File: src/rtl/order_tx_if.sv
// Order frame byte stream: order_tx drives data/valid/last, the consumer drives ready.
interface order_tx_if;
    logic [7:0] tx_data;
    logic       tx_valid;
    logic       tx_ready;
    logic       tx_last;

    modport master (
        output tx_data,
        output tx_valid,
        output tx_last,
        input  tx_ready
    );

    modport slave (
        input  tx_data,
        input  tx_valid,
        input  tx_last,
        output tx_ready
    );
endinterface

File: src/rtl/order_tx.sv
// Order transmitter: turns buy/sell requests into A5-framed order bytes, tracks the
// net position against MAX_POS and counts dropped requests (saturating).
// Optional feature macro ORDER_TX_CHECKSUM_EN: appends an XOR checksum byte (4-byte frames);
// undefined gives 3-byte frames with no checksum logic.
module order_tx #(
    parameter int unsigned MAX_POS  = 8,
    parameter int unsigned COOLDOWN = 4
) (
    input  logic              clk,
    input  logic              rst,
    input  logic              buy_signal,
    input  logic              sell_signal,
    input  logic [7:0]        price,
    order_tx_if.master        tx,
    output logic [7:0]        position,
    output logic [7:0]        drop_count,
    output logic              busy
);

`ifdef ORDER_TX_CHECKSUM_EN
    localparam logic [1:0] LastIdx = 2'd3;
`else
    localparam logic [1:0] LastIdx = 2'd2;
`endif

    localparam logic [7:0]        SyncByte = 8'hA5;
    localparam logic signed [7:0] PosMax   = 8'(MAX_POS);
    localparam logic signed [7:0] PosMin   = -PosMax;
    localparam logic [7:0]        CoolLoad = 8'(COOLDOWN);

    typedef enum logic [1:0] {StIdle, StSend, StCool} state_e;

    state_e            state_q, state_d;
    logic [1:0]        idx_q, idx_d;
    logic              side_q, side_d;
    logic [7:0]        price_q, price_d;
    logic [3:0]        seq_q, seq_d;
    logic signed [7:0] pos_q, pos_d;
    logic [7:0]        drop_q, drop_d;
    logic [7:0]        cool_q, cool_d;
    logic              drop_evt;
    logic [7:0]        hdr_byte;

    assign hdr_byte = {side_q, 3'b000, seq_q};

    // Next-state: request arbitration in IDLE, byte handshake in SEND, countdown in COOL.
    always_comb begin
        state_d  = state_q;
        idx_d    = idx_q;
        side_d   = side_q;
        price_d  = price_q;
        seq_d    = seq_q;
        pos_d    = pos_q;
        cool_d   = cool_q;
        drop_evt = 1'b0;

        unique case (state_q)
            StIdle: begin
                if (buy_signal && sell_signal) begin
                    drop_evt = 1'b1;
                end else if (buy_signal) begin
                    if (pos_q < PosMax) begin
                        side_d  = 1'b1;
                        price_d = price;
                        pos_d   = pos_q + 8'sd1;
                        idx_d   = 2'd0;
                        state_d = StSend;
                    end else begin
                        drop_evt = 1'b1;
                    end
                end else if (sell_signal) begin
                    if (pos_q > PosMin) begin
                        side_d  = 1'b0;
                        price_d = price;
                        pos_d   = pos_q - 8'sd1;
                        idx_d   = 2'd0;
                        state_d = StSend;
                    end else begin
                        drop_evt = 1'b1;
                    end
                end
            end
            StSend: begin
                drop_evt = buy_signal | sell_signal;
                if (tx.tx_ready) begin
                    if (idx_q == LastIdx) begin
                        seq_d  = seq_q + 4'd1;
                        cool_d = CoolLoad;
                        // A zero cooldown skips COOL entirely.
                        state_d = (CoolLoad == 8'd0) ? StIdle : StCool;
                    end else begin
                        idx_d = idx_q + 2'd1;
                    end
                end
            end
            StCool: begin
                drop_evt = buy_signal | sell_signal;
                cool_d   = cool_q - 8'd1;
                if (cool_q <= 8'd1) begin
                    state_d = StIdle;
                end
            end
            default: begin
                state_d = StIdle;
            end
        endcase

        drop_d = (drop_evt && (drop_q != 8'hFF)) ? drop_q + 8'd1 : drop_q;
    end

    // State registers with synchronous reset; reset also discards any frame in flight.
    always_ff @(posedge clk) begin
        if (rst) begin
            state_q <= StIdle;
            idx_q   <= 2'd0;
            side_q  <= 1'b0;
            price_q <= 8'd0;
            seq_q   <= 4'd0;
            pos_q   <= 8'sd0;
            drop_q  <= 8'd0;
            cool_q  <= 8'd0;
        end else begin
            state_q <= state_d;
            idx_q   <= idx_d;
            side_q  <= side_d;
            price_q <= price_d;
            seq_q   <= seq_d;
            pos_q   <= pos_d;
            drop_q  <= drop_d;
            cool_q  <= cool_d;
        end
    end

    // Output byte mux; data is forced to zero outside SEND.
    always_comb begin
        tx.tx_data  = 8'd0;
        tx.tx_valid = (state_q == StSend);
        tx.tx_last  = (state_q == StSend) && (idx_q == LastIdx);
        if (state_q == StSend) begin
            case (idx_q)
                2'd0:    tx.tx_data = SyncByte;
                2'd1:    tx.tx_data = hdr_byte;
                2'd2:    tx.tx_data = price_q;
`ifdef ORDER_TX_CHECKSUM_EN
                2'd3:    tx.tx_data = SyncByte ^ hdr_byte ^ price_q;
`endif
                default: tx.tx_data = 8'd0;
            endcase
        end
    end

    assign position   = pos_q;
    assign drop_count = drop_q;
    assign busy       = (state_q != StIdle);

endmodule

File: src/flat_wrapper.sv
// flat-port wrapper written by rule: the top's interface ports become plain ports
module order_tx_flat 
#(
    parameter int unsigned MAX_POS  = 8,
    parameter int unsigned COOLDOWN = 4
)
  (clk, rst, buy_signal, sell_signal, price, position, drop_count, busy, tx_tx_data, tx_tx_valid, tx_tx_last, tx_tx_ready);
  order_tx_if tx_i ();
  input  logic clk;
  input  logic rst;
  input  logic buy_signal;
  input  logic sell_signal;
  input  logic [7:0] price;
  output logic [7:0] position;
  output logic [7:0] drop_count;
  output logic busy;
  output wire logic [$bits(tx_i.tx_data)-1:0] tx_tx_data;
  output wire logic [$bits(tx_i.tx_valid)-1:0] tx_tx_valid;
  output wire logic [$bits(tx_i.tx_last)-1:0] tx_tx_last;
  input wire logic [$bits(tx_i.tx_ready)-1:0] tx_tx_ready;
  assign tx_tx_data = tx_i.tx_data;
  assign tx_tx_valid = tx_i.tx_valid;
  assign tx_tx_last = tx_i.tx_last;
  assign tx_i.tx_ready = tx_tx_ready;
  order_tx #(.MAX_POS(MAX_POS), .COOLDOWN(COOLDOWN)) u_core (.clk(clk), .rst(rst), .buy_signal(buy_signal), .sell_signal(sell_signal), .price(price), .tx(tx_i), .position(position), .drop_count(drop_count), .busy(busy));
endmodule
File: config.mk
export PLATFORM = sky130hd
export DESIGN_NAME = order_tx_flat
export DESIGN_NICKNAME = d
export VERILOG_FILES = /design/src/rtl/order_tx_if.sv /design/src/rtl/order_tx.sv /design/src/flat_wrapper.sv
export SDC_FILE = /design/constraint.sdc
export NUM_CORES = 1
export LEC_CHECK = 0
export ABC_CLOCK_PERIOD_IN_PS = 5000
export CELL_PAD_IN_SITES_DETAIL_PLACEMENT = 0
export CELL_PAD_IN_SITES_GLOBAL_PLACEMENT = 1
export CORE_MARGIN = 4
export CORE_UTILIZATION = 43
export CTS_CLUSTER_DIAMETER = 50
export DETAILED_ROUTE_END_ITERATION = 8
export GPL_ROUTABILITY_DRIVEN = 0
export PLACE_DENSITY = 0.91
export SYNTH_ARGS = -nofsm -noshare
export SYNTH_HDL_FRONTEND = slang
export SYNTH_SLANG_ARGS = --single-unit
File: constraint.sdc
create_clock -name clk -period 5 [get_ports clk]
set_input_delay 0.5 -clock clk [delete_from_list [all_inputs] [get_ports clk]]
set_output_delay 0.5 -clock clk [all_outputs]
set_load 0.005 [all_outputs]
==> Yosys cells after proc, flatten, opt, wreduce, memory -nomap -nowiden <==
Cells that the tools add are included.
{ "classes": {"addsub": 6, "mul": 0, "div_mod_pow": 0, "magnitude_cmp": 3, "eq_ne": 14, "shifts": 0, "mux": 40, "bitwise": 2, "reduce_logical": 16} }
{ "op_table": {"columns": ["cell", "n"], "rows": [
  ["$mux 8", 11],
  ["$mux 2", 15],
  ["$pmux 8 s3", 1],
  ["$pmux 8 s2", 1],
  ["$reduce_and 7->1", 2],
  ["$reduce_bool 2->1", 5],
  ["$mux 1", 9],
  ["$add 8x1->8 const B", 1],
  ["$add 8x2->8 const B", 1],
  ["$gt 8x4->1 const B", 1],
  ["$le 8x1->1 const B", 1],
  ["$lt 8x5->1 const B", 1],
  ["$ne 2x1->1 const B", 4],
  ["$ne 8x8->1 const B", 1],
  ["$sub 8x1->8 const B", 1],
  ["$sub 8x2->8 const B", 1],
  ["$ne 3x2->1 const B", 2],
  ["$pmux 2 s3", 1],
  ["$reduce_and 3->1", 2],
  ["$reduce_and 5->1", 1],
  ["$add 4x1->4 const B", 1],
  ["$eq 2x1->1 const B", 2],
  ["$eq 2x2->1 const B", 2],
  ["$logic_not 2->1", 2],
  ["other kinds (9)", 12]
]} }
{ "totals": {"reg_bits": 41, "latch_bits": 0, "ramBits": 0, "romBits": 0, "in_bits": 13, "memories": 0} }

==> Depth between registers and ports, before layout <==
Gate-level depths: netlist of run 1.
{ "logic_depth": {"ltp_word": 7, "mapped_depth": 9, "ltp_nobuf": 8} }

==> Least setup slack after synthesis of run 1 <==
OpenSTA, ideal clock, no wires.
{ "synth_path": {"kind": "input to register", "startpoint": "in buy_signal", "endpoint": "reg u_core.pos_q[7] (netlist: u_core.position[7])", "setup_time_ns": 0.121, "t_arrival_ns": 2.187, "t_required_ns": 4.879, "slack_ns": 2.692, "stages": 8, "cell_sequence": "inv_1 ha_1 a21oi_1 nor2_1 a311oi_1 a21oi_1 mux2i_1 mux2_2"} }
{ "synth_between": {"elab_chain_len": 3} }
{ "synth_rtl": {"columns": ["element", "line_no", "rtl"], "rows": [
  ["from (decl)", "flat_wrapper.sv:11", "input logic buy_signal;"],
  ["parallel branches: the longest is 3 deep, another holds $reduce_and 5->1", null, null],
  ["to (signal assigned)", "order_tx.sv:128", "pos_q <= pos_d;"],
  ["to (decl)", "order_tx.sv:38", "logic signed [7:0] pos_q, pos_d;"]
]} }
Several ways; the timed one is not identified.
A chain may end at the register's enable or synchronous reset.

==> Worst setup path in the final report of run 1 <==
Ends and elaborated chain as after synthesis.

==> impl_metrics.csv, run 1 <==
group,metric,value,unit
logic_synthesis,synth_top_area_cell,"dfxtp_1",
clock_tree,cts_buffer_depth,2,
cells_and_area,area_growth,23.0,%
logic_synthesis,synth_edf_count,0,
routing,drt-pass1-iter-count,4,
grt,grt_max_degree,40,
logic_synthesis,synth_compound_area_share,15.6,%
clock_tree,h-tree-depth,2,
grt,met3_usage,2.96,%
logic_synthesis,synth_area_leaders,"dfxtp_1, ha_1, nor2_1",
routing,drt_iter0_drc,73,
critical_path,crit_buf_inv,2,
floorplan,dieArea,6650,um2
hold_path,hold_depth,2,
critical_path,crit_slowest_cell,"clkdlybuf4s50_1",
logic_synthesis,synthDistinctLibCells,52,
clock_tree,post_cts_buffers,0,
sta,finalCriticalPeriod,2.78,ns
grt,busiest_layer,"met2",
pwr,power_density,535,nW/um2
hold_path,hold_path.class,"flop to flop",
critical_path,crit_top_cell,"a21oi_1",
cells_and_area,final_cells,371,
critical_path,crit_arrival,2.96,ns
sta,rsz0062_at_grt,"no",
sta,worst_pin_slew,1.04,ns
routing,vias,1966,
pwr,p_leak,1.18,nW
cells_and_area,insertedDiodeCount,0,
sta,post-route-period-util,55.6,%
cells_and_area,nFillCells,488,
placed_design,dp_hpwl,3590,um
grt,grt_pass1_wl,8600,um
critical_path,critPathTopFamily,"buffers and inverters",
routing,wl,4910,um
routing,final_antenna_net_count,0,
critical_path,timing.rr.end,"u_core.drop_count[1]",
placed_design,dpl.cell_count,363,
floorplan,dieWidth,81.6,um
clock_tree,root_buffer,"clkbuf_8",
critical_path,start_kind,"primary input",
logic_synthesis,synth_seq_area_share,35.3,%
floorplan,start_util,45.0,%
grt,antenna_found_initial,0,
clock_tree,cts_sinks,41,
clock_tree,postCtsHoldBufs,0,
logic_synthesis,synth.most_common_cell,"nor2_1",
clock_tree,cts-resized-gates,0,
logic_synthesis,synth_mux_area_share,7.85,%
logic_synthesis,yosys_most_used_dff,"dfxtp_1",
placed_design,dpl_cell_area,2740,um2
cells_and_area,regArea,821,um2
clock_tree,cts_tree,"yes",
cells_and_area,final_nets,332,
logic_synthesis,synthCells,262,
sta,setup_viol,0,
sta,fmaxAchievable,360,MHz
grt,grt.total_usage,16.3,%
outcome,status,"finished, final reports clean",
hold_path,min_from,"u_core.side_q",
critical_path,cp-end-kind,"flop",
critical_path,rrSetupSlack,2.64,ns
critical_path,path_class,"primary input to flop",
sta,hold_viol_final,0,
logic_synthesis,synth_top_cell_area_share,35.3,%
logic_synthesis,synthXorXnorAreaFrac,5.27,%
clock_tree,clkTransAtPathRegs,0.08,ns
critical_path,path_max_fanout,10,
cells_and_area,multi_input_area,1400,um2
logic_synthesis,yosysWarnings,0,
grt,met2_usage,25.8,%
pwr,vdd_ir_drop_max,0.267,mV
logic_synthesis,syn_area,2330,um2
logic_synthesis,synthAdderAreaFrac,10.5,%
grt,grt_remaining_overflow,0,
routing,routedWlPerCell,13.2,um
cells_and_area,drive_gt1_share,6.98,%
routing,remaining_drc_errors,0,
logic_synthesis,synthSimpleGateAreaFrac,20.8,%
critical_path,cpPeakStageDelay,0.54,ns
floorplan,die_h,81.6,um
sta,timing.slew.headroom,30.0,%
logic_synthesis,synth_top_family_by_area,"simple AND/OR/NAND/NOR gates",
logic_synthesis,async_flop_share,0,%
critical_path,rr_worst_depth,6,
hold_path,min_to,"u_core.side_q",
routing,via_per_inst,5.30,
clock_tree,clk-insertion-delay-late,0.29,ns
grt,use_met1,21.8,%
floorplan,pin_count,40,
sta,tns,0,ns
floorplan,num_rows,26,
clock_tree,cts_made_buffers,5,
logic_synthesis,syn_avg_cell_area,8.88,um2
placed_design,numPortBuffers,39,
cells_and_area,stdcell_area,2860,um2
critical_path,worst-path-stages,9,
sta,fin_skew,0.00533,ns
logic_synthesis,synth_nets,294,
critical_path,worst_ep_required_time,5.18,ns
logic_synthesis,ys_top_cells_by_count,"nor2_1, dfxtp_1, ha_1",
critical_path,r2r-start,"u_core.position[4]",
critical_path,crit_chain,"clkdlybuf4s50_1 -> inv_1 -> ha_1 -> a21oi_1 -> nor2_1 -> a311oi_1 -> a21oi_1 -> mux2i_1 -> mux2_2",
floorplan,coreArea,5170,um2
grt,grt_pass1_vias,1919,
logic_synthesis,synth.ff_latch_count,41,
sta,drv_slew,0,
flow_run,maxCapViolations,0,
-- registers in the layout (all words and copies together), names as in the netlist --
signal             count
u_core.position        8
u_core.drop_count      8
u_core.price_q         8
u_core.cool_q          8
u_core.state_q         2
u_core.idx_q           2
u_core.seq_q           4
u_core.side_q          1
-- layout make-up --
class	count	share of cell area, %
clock buffers	6	2.88
clock inverters	2	1.31
inverters	10	1.31
multi-input cells	202	48.9
flip-flops and latches	41	28.7
well taps	70	3.06
repair buffers	40	13.9
-- per-layer routing --
metal / part of all wire, % / wire length (um)
met4: 1.9 / 93
met2: 47 / 2310
met5: 0 / 0
met3: 3.1 / 151
met1: 48 / 2360
-- power breakdown --
part           leakage (nW)  internal [W]  total, W  switching, W
Clock                0.0574      0.000162  0.000277      0.000115
Sequential            0.334      0.000410  0.000502     0.0000923
Combinational         0.789      0.000370  0.000752      0.000382
-- per-stage QoR --
stage	setup WS (ns)	hold WS [ns]	total power (W)	utilization, %
floorplan	2.69	0.433	0.00104	-
global placement	2.01	0.456	0.00125	53.0
detailed placement	1.98	0.464	0.00126	53.0
CTS	2.25	0.483	0.00155	55.3
global route	2.07	0.508	0.00166	55.3
finish	2.22	0.477	0.00153	55.3
-- placed cells by master (no fill, tap or decap), types with 6 or more instances in the layout --
cell             Yosys  final
nand2_1              7      7
clkbuf_8             2      6
dfxtp_1             41     41
inv_1               10     10
clkdlybuf4s50_1      0     39
nand3_1              9      9
o21ai_0              9      9
xor2_1               8      8
xnor2_1              6      6
ha_1                18     18
mux2i_1             16     16
nor2_1              47     47
nor3_1               7      7
a21oi_1             17     17
-- cell families after synthesis --
family,after synthesis
AND/OR/NAND/NOR,99
buffers and inverters,19
flip-flops,41
adder cells (fa/ha/maj),19
multiplexers,18
AO/OA/AOI/OAI,52
XOR/XNOR,14
-- worst register-to-register path, stage by stage (launching register included) --
cell	delay, ns
dfxtp_1	0.38
nor4_1	0.28
o21bai_1	0.16
a211oi_1	0.90
nand3b_1	0.27
mux2i_1	0.20
nor2_1	0.05
-- worst max-delay path by stage --
stage | start | end | slack (ns)
floorplan | buy_signal | u_core.position[7] | 2.69
global placement | buy_signal | u_core.position[7] | 2.01
detailed placement | buy_signal | u_core.position[7] | 1.98
CTS | buy_signal | u_core.position[7] | 2.25
global route | buy_signal | u_core.position[7] | 2.07
finish | buy_signal | u_core.position[7] | 2.22
Note: power is estimated with default switching activity, not from simulation.
==> run 2: changes to the inputs <==
Settings changed: ABC_CLOCK_PERIOD_IN_PS 5000 to 2500, CORE_UTILIZATION 43 to 36, PLACE_DENSITY 0.91 to 0.82.
Clock period 5 ns to 2.5 ns, I/O delays scaled along.
==> impl_metrics.csv, run 2 (synthesized netlist as in run 1, its figures left out) <==
group,metric,value,unit
sta,timing.slew.headroom,56.0,%
cells_and_area,nFillCells,638,
critical_path,cpPeakStageDelay,0.45,ns
grt,antenna_found_initial,0,
grt,grt_remaining_overflow,0,
sta,post-route-period-util,89.0,%
grt,grt_pass1_vias,1864,
critical_path,path_class,"flop to output port",
critical_path,crit_slowest_cell,"clkdlybuf4s50_1",
cells_and_area,drive_gt1_share,9.35,%
outcome,status,"finished, final reports clean",
placed_design,numPortBuffers,39,
floorplan,dieWidth,88.4,um
pwr,p_seq_share,32.4,%
floorplan,num_rows,29,
cells_and_area,mostFrequentLayoutCells,"nor2_1, dfxtp_1, clkdlybuf4s50_1",
sta,fmaxAchievable,449,MHz
sta,finalCriticalPeriod,2.22,ns
routing,wl,4920,um
sta,rsz0062_at_grt,"no",
cells_and_area,final_common_cell,"nor2_1",
pwr,power.switching,0.00117,W
clock_tree,cts_sinks,41,
clock_tree,cts_tree,"yes",
routing,vias,1960,
critical_path,rr_worst_depth,7,
grt,grt_pass1_wl,8320,um
flow_run,maxCapViolations,0,
grt,grt.total_usage,13.4,%
cells_and_area,final_cells,387,
sta,hold_viol_final,0,
critical_path,crit_arrival,1.97,ns
placed_design,post-place-ws,-0.0201,ns
routing,drt-pass1-iter-count,4,
critical_path,path_max_fanout,10,
floorplan,die_h,88.4,um
routing,drt_iter0_drc,94,
routing,final_antenna_net_count,0,
pwr,clkPwrFrac,17.6,%
pwr,swShare,37.6,%
floorplan,start_util,36.9,%
pwr,vdd_ir_drop_max,0.536,mV
cells_and_area,area_growth,26.1,%
pwr,p_int,0.00193,W
clock_tree,post_cts_buffers,0,
clock_tree,cts-resized-gates,0,
placed_design,dpl.cell_count,379,
sta,worst_pin_slew,0.659,ns
sta,fin_skew,0.00647,ns
critical_path,cp-end-kind,"output port",
pwr,pwr-share-comb,50.1,%
floorplan,coreArea,6310,um2
clock_tree,clk-insertion-delay-late,0.29,ns
hold_path,hold_depth,2,
sta,worst_slack,0.275,ns
hold_path,hold_path.class,"flop to flop",
sta,tns,0,ns
sta,drv_slew,0,
placed_design,dpl_cell_area,2820,um2
clock_tree,cts_buffer_depth,2,
clock_tree,clkTransAtPathRegs,0.07,ns
cells_and_area,insertedDiodeCount,0,
floorplan,pin_count,40,
floorplan,dieArea,7810,um2
critical_path,start_kind,"flop",
critical_path,crit_chain,"inv_1 -> ha_1 -> buf_4 -> a221oi_1 -> nor2_1 -> clkdlybuf4s50_1",
pwr,p_leak,1.23,nW
routing,remaining_drc_errors,0,
clock_tree,cts_made_buffers,5,
clock_tree,postCtsHoldBufs,0,
clock_tree,root_buffer,"clkbuf_8",
clock_tree,h-tree-depth,2,
sta,setup_viol,0,
pwr,power_density,1060,nW/um2
cells_and_area,stdcell_area,2940,um2
cells_and_area,final_nets,341,
routing,routedWlPerCell,12.7,um
placed_design,dp_hpwl,3750,um
grt,grt_max_degree,19,
routing,via_per_inst,5.06,
critical_path,worst_ep_required_time,2.25,ns
sta,holdWs,0.479,ns
-- run 2: changes by cell type in the layout (fill, tap and decap cells not counted) --
cell,change
clkinvlp_4,-1
clkbuf_1,+1
buf_4,+9
-- run 2: cell type report --
cell class              count  area (um2)  area share, %
multi-input cells         202        1400           47.7
flip-flops and latches     41         821           28.0
repair buffers             49         465           15.9
well taps                  77        96.3           3.28
clock buffers               7        86.3           2.94
inverters                  10        37.5           1.28
clock inverters             1        30.0           1.02
-- run 2: worst max-delay path: cells and delay by family (launching register included) --
family / cells / cell delay [ns]
buffers and inverters: 3 / 0.71
DFF: 1 / 0.38
AOI/OAI and AO/OA: 1 / 0.30
adders and majority gates: 1 / 0.22
and+or+nand+nor: 1 / 0.08
-- run 2: per-stage QoR --
step | power (W) | utilization (%)
final | 0.00310 | 46.5
after global routing | 0.00337 | 46.5
after CTS | 0.00314 | 46.5
after detailed placement | 0.00258 | 44.6
after global placement | 0.00256 | 44.6
after floorplan | 0.00207 | -
-- run 2: power by group through the flow --
stage / registers, W / logic, W / clock network (W)
floorplan: 0.000980 / 0.00109 / 0
global placement: 0.00102 / 0.00154 / 0
detailed placement: 0.00102 / 0.00156 / 0
CTS: 0.00101 / 0.00157 / 0.000563
global route: 0.00103 / 0.00174 / 0.000589
finish: 0.00100 / 0.00155 / 0.000545
-- run 2: metal layers --
layer / GRT usage [%] / wire (um) / vias to the layer above
met5: 0 / 0 / -
met4: 3.71 / 61 / 0
met3: 3.17 / 141 / 8
met2: 22.0 / 2290 / 27
met1: 17.6 / 2430 / 907
li1: - / - / 1018
-- run 2: path summary, 6_finish.rpt --
| kind | from | endpoint | slack [ns] |
|---|---|---|---|
| min reg2reg | u_core.side_q | u_core.side_q | 0.48 |
| max reg2reg | u_core.position[1] | u_core.position[7] | 0.46 |
| min | u_core.side_q | u_core.side_q | 0.48 |
| max | u_core.idx_q[0] | tx_tx_data[7] | 0.28 |
==> run 3: changes to the inputs <==
Settings changed: GPL_ROUTABILITY_DRIVEN 0 to default.
==> results of run 3 <==
Final layout, timing and power as in run 2 (identical DEF).
